File: src/rtl/fifo_pkg.sv
// Shared types and default sizing for the async FIFO read-side word packer.
package fifo_pkg;

    localparam int DSIZE_DEF = 8;
    localparam int LANES_DEF = 4;

    typedef enum logic [1:0] {FILL, FULL, FLUSH} pack_state_t;

endpackage

File: src/rtl/pack_obuf.sv
// Output register stage of the word packer: holds one word until the consumer takes it.
module pack_obuf #(
    parameter int W  = 32,
    parameter int CW = 3
) (
    input  logic          clk,
    input  logic          rst,
    input  logic          load,
    input  logic [W-1:0]  word,
    input  logic [CW-1:0] cnt,
    input  logic          out_ready,
    output logic          out_valid,
    output logic [W-1:0]  out_data,
    output logic [CW-1:0] out_cnt,
    output logic [15:0]   words_out,
    output logic          free
);

    // Handshake: a word is taken on any rising edge where out_valid && out_ready.
    // The payload never changes while out_valid=1 and out_ready=0, because
    // load is only raised when free is high.
    assign free = !out_valid || out_ready;

    always_ff @(posedge clk or posedge rst) begin
        if (rst) begin
            out_valid <= 1'b0;
            out_data  <= '0;
            out_cnt   <= '0;
            words_out <= '0;
        end else begin
            if (load) begin
                out_data  <= word;
                out_cnt   <= cnt;
                out_valid <= 1'b1;
            end else if (out_valid && out_ready) begin
                out_valid <= 1'b0;
            end
            if (out_valid && out_ready) begin
                words_out <= words_out + 16'd1;
            end
        end
    end

endmodule

File: src/rtl/fifo_word_packer.sv
// Pops show-ahead FIFO entries and packs LANES of them into one wide word;
// flush emits a partially filled word so a burst tail is never stranded.
module fifo_word_packer
    import fifo_pkg::*;
#(
    parameter int DSIZE = DSIZE_DEF,
    parameter int LANES = LANES_DEF
) (
    input  logic                         rclk,
    input  logic                         rrst,
    input  logic [DSIZE-1:0]             rdata,
    input  logic                         rempty,
    output logic                         rinc,
    input  logic                         flush,
    output logic [DSIZE*LANES-1:0]       out_data,
    output logic [$clog2(LANES+1)-1:0]   out_cnt,
    output logic                         out_valid,
    input  logic                         out_ready,
    output logic [15:0]                  words_out
);

    localparam int CW = $clog2(LANES+1);
    localparam int W  = DSIZE * LANES;
    localparam logic [CW-1:0] FULL_CNT = CW'(LANES);

    pack_state_t   state;
    logic [CW-1:0] n;
    logic [CW-1:0] n_inc;
    logic [W-1:0]  acc;
    logic          load;
    logic          free;
    logic [CW-1:0] load_cnt;

    assign rinc     = (state == FILL) && !rempty && !rrst;
    assign n_inc    = n + CW'(1);
    assign load     = (state != FILL) && free;
    assign load_cnt = (state == FULL) ? FULL_CNT : n;

    always_ff @(posedge rclk or posedge rrst) begin
        if (rrst) begin
            state <= FILL;
            n     <= '0;
            acc   <= '0;
        end else begin
            case (state)
                FILL: begin
                    for (int i = 0; i < LANES; i++) begin
                        if (rinc && n == CW'(i)) begin
                            acc[i*DSIZE +: DSIZE] <= rdata;
                        end
                    end
                    if (rinc) begin
                        n <= n_inc;
                    end
                    // A flush on the edge that completes the word is absorbed by FULL.
                    if (rinc && n_inc == FULL_CNT) begin
                        state <= FULL;
                    end else if (flush && (rinc || n != '0)) begin
                        state <= FLUSH;
                    end
                end
                FULL, FLUSH: begin
                    // Clearing acc here is what keeps unused lanes of a flushed word zero.
                    if (free) begin
                        acc   <= '0;
                        n     <= '0;
                        state <= FILL;
                    end
                end
                default: state <= FILL;
            endcase
        end
    end

    pack_obuf #(
        .W  (W),
        .CW (CW)
    ) u_obuf (
        .clk       (rclk),
        .rst       (rrst),
        .load      (load),
        .word      (acc),
        .cnt       (load_cnt),
        .out_ready (out_ready),
        .out_valid (out_valid),
        .out_data  (out_data),
        .out_cnt   (out_cnt),
        .words_out (words_out),
        .free      (free)
    );

endmodule

File: config.mk
export PLATFORM = sky130hd
export DESIGN_NAME = fifo_word_packer
export DESIGN_NICKNAME = d
export VERILOG_FILES = /design/src/rtl/fifo_pkg.sv /design/src/rtl/pack_obuf.sv /design/src/rtl/fifo_word_packer.sv
export SDC_FILE = /design/constraint.sdc
export NUM_CORES = 1
export LEC_CHECK = 0
export CORE_ASPECT_RATIO = 0.8
export CORE_MARGIN = 2
export CORE_UTILIZATION = 40
export CTS_BUF_LIST = sky130_fd_sc_hd__clkbuf_8
export DETAILED_ROUTE_END_ITERATION = 8
export GPL_ROUTABILITY_DRIVEN = 0
export SYNTH_ARGS = -nofsm -noshare
export SYNTH_HDL_FRONTEND = slang
export SYNTH_SLANG_ARGS = --single-unit
File: constraint.sdc
create_clock -name rclk -period 3.6 [get_ports rclk]
set_input_delay 0.72 -clock rclk [delete_from_list [all_inputs] [get_ports rclk]]
set_output_delay 0.72 -clock rclk [all_outputs]
set_load 0.02 [all_outputs]
==> run metrics, run 1 <==
number of enable-type register cells in the synthesized netlist 0; total DRC errors in the routed layout 0; Endpoint, Worst Hold u_obuf.words_out[15]; Commonest cells post-synth sky130_fd_sc_hd__dfrtp_1 (89), sky130_fd_sc_hd__mux2_2 (65), sky130_fd_sc_hd__inv_1 (13), sky130_fd_sc_hd__nand2_1 (12), sky130_fd_sc_hd__xnor2_1 (12); wire length of the first global-routing pass approximately 12000 µm; critical path required time 2.88 ns; max_slew headroom roughly 45%; status complete, no violations; TritonCTS clock tree built; max-slew violation total from the final report 0; initial antenna violation count 0; Maximum Capacitance Violations 0; leading area contributor after synthesis sky130_fd_sc_hd__dfrtp_1; number of cells on the worst hold path 1; share of cells above drive strength 1 about a quarter; antenna-violating nets left 0; number of antenna repair diodes 0; synthesis-stage register bit count about 90; number of global-route vias before repair roughly 2200; share of Yosys cell area claimed by the top area cell type around three fifths; most repeated cell in the gate-level netlist after synthesis sky130_fd_sc_hd__dfrtp_1; global router's overall resource usage between 10% and 20%; starting density of the core ~41%; die extent in y around 90 µm; placeable core region 0.00904 mm²; Worst Slack Setup Final between 0.5 and 0.6 ns; Area contributors post-synth sky130_fd_sc_hd__dfrtp_1 (60%), sky130_fd_sc_hd__mux2_2 (20%), sky130_fd_sc_hd__ha_1 (3.0%); critical path startpoint category flip-flop; grt total ovfl 0; Setup Fix Bufs, Post-CTS 0; number of hold violations in the final report 0; Cells after Synth between 200 and 300; Worst setup EP type output pin; critical path arrival 2.35 ns; quantity of I/O buffers inserted on ports 65; Iteration-0 DRC Markers just under 70; largest net degree at the start of global routing 47; total via count after detailed routing approximately 2200; Rows 31; Worst Skew between 0.01 and 0.015 ns; area delta synth->final 26.9%; Setup Viol. Count Final 0; latest clock arrival within the worst-skew pair roughly 0.36 ns; CTS Root Cell sky130_fd_sc_hd__clkbuf_8; number of nets in the final layout 358; post-synthesis instance area 0.00370 mm²; number of sinks handled by clock tree synthesis between 80 and 90; final wirelength between 6000 and 7000 µm; sequential cell area fraction in the yosys report 60.2%; clock period minus worst slack between 3 and 4 ns; dpl cell area ~0.0045 mm²; setup slack of the most critical reg-to-reg path 1.10 ns; depth of the worst register-to-register path 6; Max FO, Critical Path 10; main flop type after synthesis sky130_fd_sc_hd__dfrtp_1; number of distinct library cells after synthesis 31; share of the core filled with cells 51.9%; full die area approximately 0.01 mm²; Num CTS Buffers 9; post-route standard cell area excluding fillers 0.00469 mm²; Clock H-tree levels 3; highest achievable clock rate approximately 330 MHz; placed wire-length estimate about 4600 µm; worst IR drop on VDD 0.390 mV; clock input transition at the sequential cells of the worst setup and hold paths about 0.09 ns; Bufs on Longest Clock Path 2; length of the first detailed-routing pass in iterations 4; min-delay src u_obuf.words_out[15]; post-DR vias/cell 4.84; launch point of the worst reg-to-reg path state[0]; ratio of final minimum period to clock period 85.4%; Post-CTS Resized 0; Overall Power 3.98 mW; fraction of synthesis flops using an asynchronous set or reset pin 100%; horizontal extent of the die between 100 and 150 µm; count of warnings emitted by yosys 0; end of the worst register-to-register path acc[11]; number of primary I/O pins between 60 and 70; detailed-route wire length per cell approximately 15 µm; pre-CTS setup slack roughly 0.69 ns; type of the tightest min-delay check reg2reg; Net Count, Synth roughly 290; setup repair after global routing missed its margin no; critical path class reg2out; average cell area after synthesis approximately 14 µm²; Hold-fix buffers, CTS 0; power density normalized to cell area between 800 and 900 mW/mm²; leakage power 2.07 nW; actual slew at the worst max-slew pin 0.811 ns; total negative slack for setup checks 0 ns
layout by cell type, fill, tap and decap left out, drive strengths merged:
master and instances:
nand3 4, nor2 7, mux2 65, inv 13
and3 3, or2 1, xor2 3, o2bb2ai 1
xnor2 12, buf 2, nor2b 9, nor4 2
clkdlybuf4s50 65, a21oi 7, clkinv 2, ha 9
bufinv 1, clkbuf 10, nand4 3, a21o 2
nor3 1, o31ai 1, nand2 12, nor3b 1
nand3b 5, dfrtp 89, clkinvlp 3, a22o 1
o21ai 5, nand2b 1, o211ai 1
through the flow:
step / hold slack (ns) / instances
after floorplan: 0.474 / 265
after global placement: 0.471 / 440
after detailed placement: 0.477 / 440
after CTS: 0.493 / 456
after global routing: 0.524 / 456
final: 0.484 / 456
sequential cells by signal (all words and copies together), names as in the netlist:
name / count
u_obuf.out_cnt: 3
n: 3
u_obuf.out_data: 32
acc: 32
u_obuf.out_valid: 1
state: 2
u_obuf.words_out: 16
routing by layer:
layer | up-vias | part of all wire (%) | global-route usage [%]
met3 | 9 | 4.1 | 3.98
met1 | 1099 | 51 | 21.5
met5 | - | 0 | 0
met2 | 48 | 44 | 21.8
li1 | 1049 | - | -
met4 | 0 | 1.4 | 4.94
worst max-delay path: stages (launching register included):
cell	delay [ns]
sky130_fd_sc_hd__dfrtp_1	0.42
sky130_fd_sc_hd__inv_1	0.07
sky130_fd_sc_hd__ha_1	0.47
sky130_fd_sc_hd__nor3b_4	0.37
sky130_fd_sc_hd__clkdlybuf4s50_1	0.67
how the worst max path moves through the flow:
stage,start,endpoint,slack (ns),depth (start not counted)
2_1_floorplan,rrst,acc[0],0.57,1
3_3_place_gp,rrst,rinc,0.72,3
3_5_place_dp,rrst,rinc,0.69,3
4_1_cts,state[0],rinc,0.52,4
5_1_grt,state[0],rinc,0.40,4
6_report,state[0],rinc,0.53,4
cells by family (layout without fill, tap and decap cells):
| kind of cell | Yosys count | count (layout) | share of synthesized area (%) |
|---|---|---|---|
| flip-flops | 89 | 89 | 60.2 |
| multiplexers | 65 | 65 | 19.8 |
| AND/OR/NAND/NOR | 49 | 49 | 7.34 |
| buffers and inverters | 20 | 96 | 2.54 |
| AO/OA/AOI/OAI | 18 | 18 | 3.52 |
| XOR/XNOR | 15 | 15 | 3.55 |
| adder cells (fa/ha/maj) | 9 | 9 | 3.04 |
layout make-up:
| class | count | area, µm² |
|---|---|---|
| clock inverters | 6 | 66.3 |
| fillers | 813 | 4350 |
| well taps | 115 | 144 |
| multi-input cells | 156 | 1390 |
| repair buffers | 67 | 678 |
| inverters | 13 | 50.0 |
| flip-flops and latches | 89 | 2230 |
| clock buffers | 10 | 138 |
power by group:
part	internal [mW]	leakage, nW	switching (mW)	total (mW)
registers	1.39	1.13	0.240	1.63
logic	0.871	0.837	0.777	1.65
clock network	0.341	0.0949	0.366	0.707
total	2.60	2.07	1.38	3.98
No activity file was read; power rests on OpenSTA's default activity.
==> run 2, diff against run 1 <==
- CORE_MARGIN: 2 -> 3
==> run metrics, run 2 (synthesis results as in run 1) <==
Sw Ratio 33.2%; detailed-route wire length per cell about 15 µm; quantity of I/O buffers inserted on ports between 60 and 70; length of the first detailed-routing pass in iterations 4; Filler Cell Count approximately 780; Setup Viol. Count Final 0; placeable core region 0.00875 mm²; wire length of the first global-routing pass 11800 µm; commonest non-fill, non-tap cell in the layout sky130_fd_sc_hd__dfrtp_1; critical path arrival between 2 and 2.5 ns; die extent in y slightly above 90 µm; critical path class reg2out; worst IR drop on VDD approximately 0.34 mV; antenna-violating nets left 0; total via count after detailed routing between 2000 and 2500; setup repair after global routing missed its margin no; Clock H-tree levels 3; largest net degree at the start of global routing 52; ratio of final minimum period to clock period 84.7%; starting density of the core between 40% and 50%; top library cells by usage in the layout, fill and taps aside sky130_fd_sc_hd__dfrtp_1 (89), sky130_fd_sc_hd__mux2_2 (65), sky130_fd_sc_hd__clkdlybuf4s50_1 (65); fraction of power consumed by combinational cells 40.0%; max-slew violation total from the final report 0; number of sinks handled by clock tree synthesis about 90; initial antenna violation count 0; max_slew headroom a little under half; Worst setup EP type output pin; sequential fraction of design power 39.7%; actual slew at the worst max-slew pin ~0.80 ns; Max FO, Critical Path 10; post-DR vias/cell approximately 5; status complete, no violations; highest achievable clock rate around 330 MHz; top flop regs acc: 32 flops, u_obuf.out_data: 32 flops, u_obuf.words_out: 16 flops; launch point of the worst reg-to-reg path state[0]; Maximum Capacitance Violations 0; clock period minus worst slack approximately 3 ns; Rows 30; leakage power between 2 and 2.5 nW; number of global-route vias before repair 2253; power density normalized to cell area between 800 and 900 mW/mm²; Num CTS Buffers 9; latest clock arrival within the worst-skew pair ~0.35 ns; number of hold violations in the final report 0; global router's overall resource usage between 10% and 20%; placed wire-length estimate approximately 4800 µm; TritonCTS clock tree built; grt total ovfl 0; number of nets in the final layout about 360; footprint of the flip-flops and latches roughly 0.0022 mm²; Bufs on Longest Clock Path 2; CTS Root Cell sky130_fd_sc_hd__clkbuf_8; full die area 0.0104 mm²; clock input transition at the sequential cells of the worst setup and hold paths 0.09 ns; type of the tightest min-delay check reg2reg; multi-input logic area between 0.001 and 0.0015 mm²; cell-internal power 2.74 mW; critical path required time around 2.9 ns; number of primary I/O pins 66; share of the core filled with cells 54.1%; total DRC errors in the routed layout 0; Setup Fix Bufs, Post-CTS 0; Worst Skew ~0.0097 ns; critical path startpoint category flip-flop; Post-CTS Resized 0; start point of the critical path state[0]; share of cells above drive strength 1 26.7%; area delta synth->final 28.0%; number of antenna repair diodes 0; clock group share of total power between 20 and 25%; Iteration-0 DRC Markers 52; total negative slack for setup checks 0 ns; horizontal extent of the die around 110 µm; net switching power around 1.4 mW; min-delay src u_obuf.words_out[15]; final wirelength 6980 µm; Hold-fix buffers, CTS 0
==> run 2: cell count changes in the layout (fill, tap and decap cells not counted), sizes merged <==
| cell | delta |
|---|---|
| clkinvlp | -1 |
| clkinv | -1 |
| bufinv | +2 |
==> run 2: stage by stage <==
stage	cells	setup WS, ns	area, µm²	hold slack, ns	power [mW]
finish	453	0.552	4740	0.488	4.11
global route	453	0.398	4740	0.517	4.38
CTS	453	0.510	4740	0.493	4.17
detailed placement	437	0.680	4480	0.466	3.32
global placement	437	0.718	4480	0.469	3.29
floorplan	265	0.573	3700	0.474	2.67
==> run 2: path summary, 6_finish.rpt <==
check	to	slack, ns	depth (start not counted)
worst max-delay path	rinc	0.55	4
worst min-delay path	u_obuf.words_out[15]	0.49	1
worst max register to register	acc[12]	1.17	6
worst min register to register	u_obuf.words_out[15]	0.49	1
max in group asynchronous	acc[23]	2.02	3
min in group asynchronous	n[1]	0.88	2
==> run 2: layout make-up <==
type                       instances  share of cell area, %
clock inverter                     6                   2.40
multi-input combinational        156                   29.3
timing repair buffer              67                   14.3
tap                              112                   2.96
sequential                        89                   47.0
clock buffer                      10                   2.91
inverter                          13                   1.06
==> run 2: power by group through the flow <==
stage | Combinational (mW) | Sequential [mW] | Clock [mW]
3_3_place_gp | 1.64 | 1.65 | 0
2_1_floorplan | 0.823 | 1.84 | 0
6_report | 1.64 | 1.63 | 0.832
4_1_cts | 1.67 | 1.64 | 0.866
5_1_grt | 1.78 | 1.69 | 0.905
3_5_place_dp | 1.67 | 1.66 | 0
==> run 2: layer usage <==
| layer | wire length (µm) | global-route usage, % |
|---|---|---|
| met1 | 3610 | 21.8 |
| met4 | 27 | 2.70 |
| met5 | 0 | 0 |
| met2 | 2940 | 19.9 |
| met3 | 401 | 5.41 |
==> run 2: critical path, stage by stage, from the launching register on <==
cell and delay [ns]:
sky130_fd_sc_hd__dfrtp_1 0.42, sky130_fd_sc_hd__inv_1 0.07, sky130_fd_sc_hd__ha_1 0.45, sky130_fd_sc_hd__nor3b_4 0.38, sky130_fd_sc_hd__clkdlybuf4s50_1 0.67
==> run 3, diff against run 2 <==
- PLACE_DENSITY: unset -> 0.66
- clock period: 3.6 -> 2.72 ns (I/O delays scaled with it)
==> run metrics, run 3 (synthesis results as in run 1) <==
max_slew headroom approximately two thirds; largest stage delay on the critical path around 0.66 ns; clock input transition at the sequential cells of the worst setup and hold paths roughly 0.10 ns; Worst setup EP type output pin; top flop regs acc: 32 flops, u_obuf.out_data: 32 flops, u_obuf.words_out: 16 flops; total DRC errors in the routed layout 0; share of cells above drive strength 1 27.9%; post-route standard cell area excluding fillers 0.00475 mm²; number of nets in the final layout 365; share of the core filled with cells roughly 54%; number of sinks handled by clock tree synthesis 89; cell with the largest stage delay on the worst path sky130_fd_sc_hd__clkdlybuf4s50_1; worst path cell trace clkdlybuf4s50_1, nor3b_4, clkdlybuf4s50_1; Sw Ratio ~34%; initial antenna violation count 0; TritonCTS clock tree built; total via count after detailed routing between 2000 and 2500; max-slew violation total from the final report 0; ratio of final minimum period to clock period between 90 and 100%; leakage power between 2 and 2.5 nW; Worst Slack Setup Final roughly 0.19 ns; Setup Fix Bufs, Post-CTS 0; pre-CTS setup slack between 0.15 and 0.2 ns; worst IR drop on VDD about 0.50 mV; horizontal extent of the die approximately 110 µm; critical path class in2out; number of antenna repair diodes 0; clock period minus worst slack 2.53 ns; number of global-route vias before repair 2331; starting density of the core a little over two fifths; die extent in y 92.0 µm; full die area between 0.01 and 0.015 mm²; dpl cell area between 0.004 and 0.005 mm²; Clock H-tree levels 3; area delta synth->final 28.3%; # placed instances 444; highest achievable clock rate slightly below 400 MHz; largest net degree at the start of global routing 90; latest clock arrival within the worst-skew pair between 0.3 and 0.4 ns; antenna-violating nets left 0; Num CTS Buffers 9; actual slew at the worst max-slew pin 0.489 ns; worst hold slack after final layout about 0.48 ns; critical path startpoint category input port; post-DR vias/cell between 4 and 5; fraction of power consumed by combinational cells a little over two fifths; detailed-route wire length per cell 15.4 µm; setup repair after global routing missed its margin no; Most Frequent Cell on Critical Path sky130_fd_sc_hd__clkdlybuf4s50_1; Maximum Capacitance Violations 0; count of buffering cells on the critical path with inverters included 2; power density normalized to cell area about 1100 mW/mm²; length of the first detailed-routing pass in iterations 4; Rows 30; net switching power about 1.8 mW; cell-internal power about 3.5 mW; status complete, no violations; Hold-fix buffers, CTS 0; critical path's top delay family buffers and inverters; CTS Root Cell sky130_fd_sc_hd__clkbuf_8; quantity of I/O buffers inserted on ports 65; number of hold violations in the final report 0; Overall Power 5.29 mW; critical path required time roughly 2.2 ns; placed wire-length estimate 4730 µm; Post-CTS Resized 0; Bufs on Longest Clock Path 2; global router's overall resource usage about 14%; sequential fraction of design power approximately 41%; commonest non-fill, non-tap cell in the layout sky130_fd_sc_hd__dfrtp_1; Worst Skew about 0.011 ns; Setup Viol. Count Final 0; non-filler instance count after layout 460; placeable core region around 0.0087 mm²; wire length of the first global-routing pass around 12000 µm; type of the tightest min-delay check reg2reg; top library cells by usage in the layout, fill and taps aside sky130_fd_sc_hd__dfrtp_1 (89), sky130_fd_sc_hd__mux2_2 (65), sky130_fd_sc_hd__clkdlybuf4s50_1 (65); Iteration-0 DRC Markers between 50 and 60; total negative slack for setup checks 0 ns; final wirelength 7070 µm; grt total ovfl 0; number of primary I/O pins 66; critical path arrival 1.99 ns; clock group share of total power about 17%; Max FO, Critical Path 4
==> run 3: path summary, 6_finish.rpt <==
path,slack [ns],cells past startpoint,from,end
min in group asynchronous,0.83,4,rrst,state[1]
max in group asynchronous,1.50,4,rrst,u_obuf.words_out[1]
min,0.48,1,u_obuf.words_out[15],u_obuf.words_out[15]
max,0.19,3,rempty,rinc
min reg2reg,0.48,1,u_obuf.words_out[15],u_obuf.words_out[15]
max reg2reg,0.62,6,state[0],acc[29]
==> run 3: area by class of cell <==
class                   instances  area [µm²]
clock buffers                   9         124
well taps                     112         140
repair buffers                 74         743
fillers                       779        4000
multi-input cells             156        1390
clock inverters                 7        71.3
flip-flops and latches         89        2230
inverters                      13        52.6
==> run 3: layer usage <==
layer / track usage, % / wire length, µm / vias up
met4: 3.00 / 40 / 0
li1: - / - / 1063
met1: 20.2 / 3490 / 1095
met3: 4.16 / 232 / 4
met2: 22.6 / 3310 / 41
met5: 0 / 0 / -
==> run 3: power by group through the flow <==
stage / Clock, mW / Sequential [mW] / Combinational (mW)
floorplan: 0 / 2.44 / 1.09
global placement: 0 / 2.17 / 2.22
detailed placement: 0 / 2.19 / 2.27
CTS: 0.935 / 2.17 / 2.28
global route: 0.983 / 2.24 / 2.43
finish: 0.906 / 2.15 / 2.23
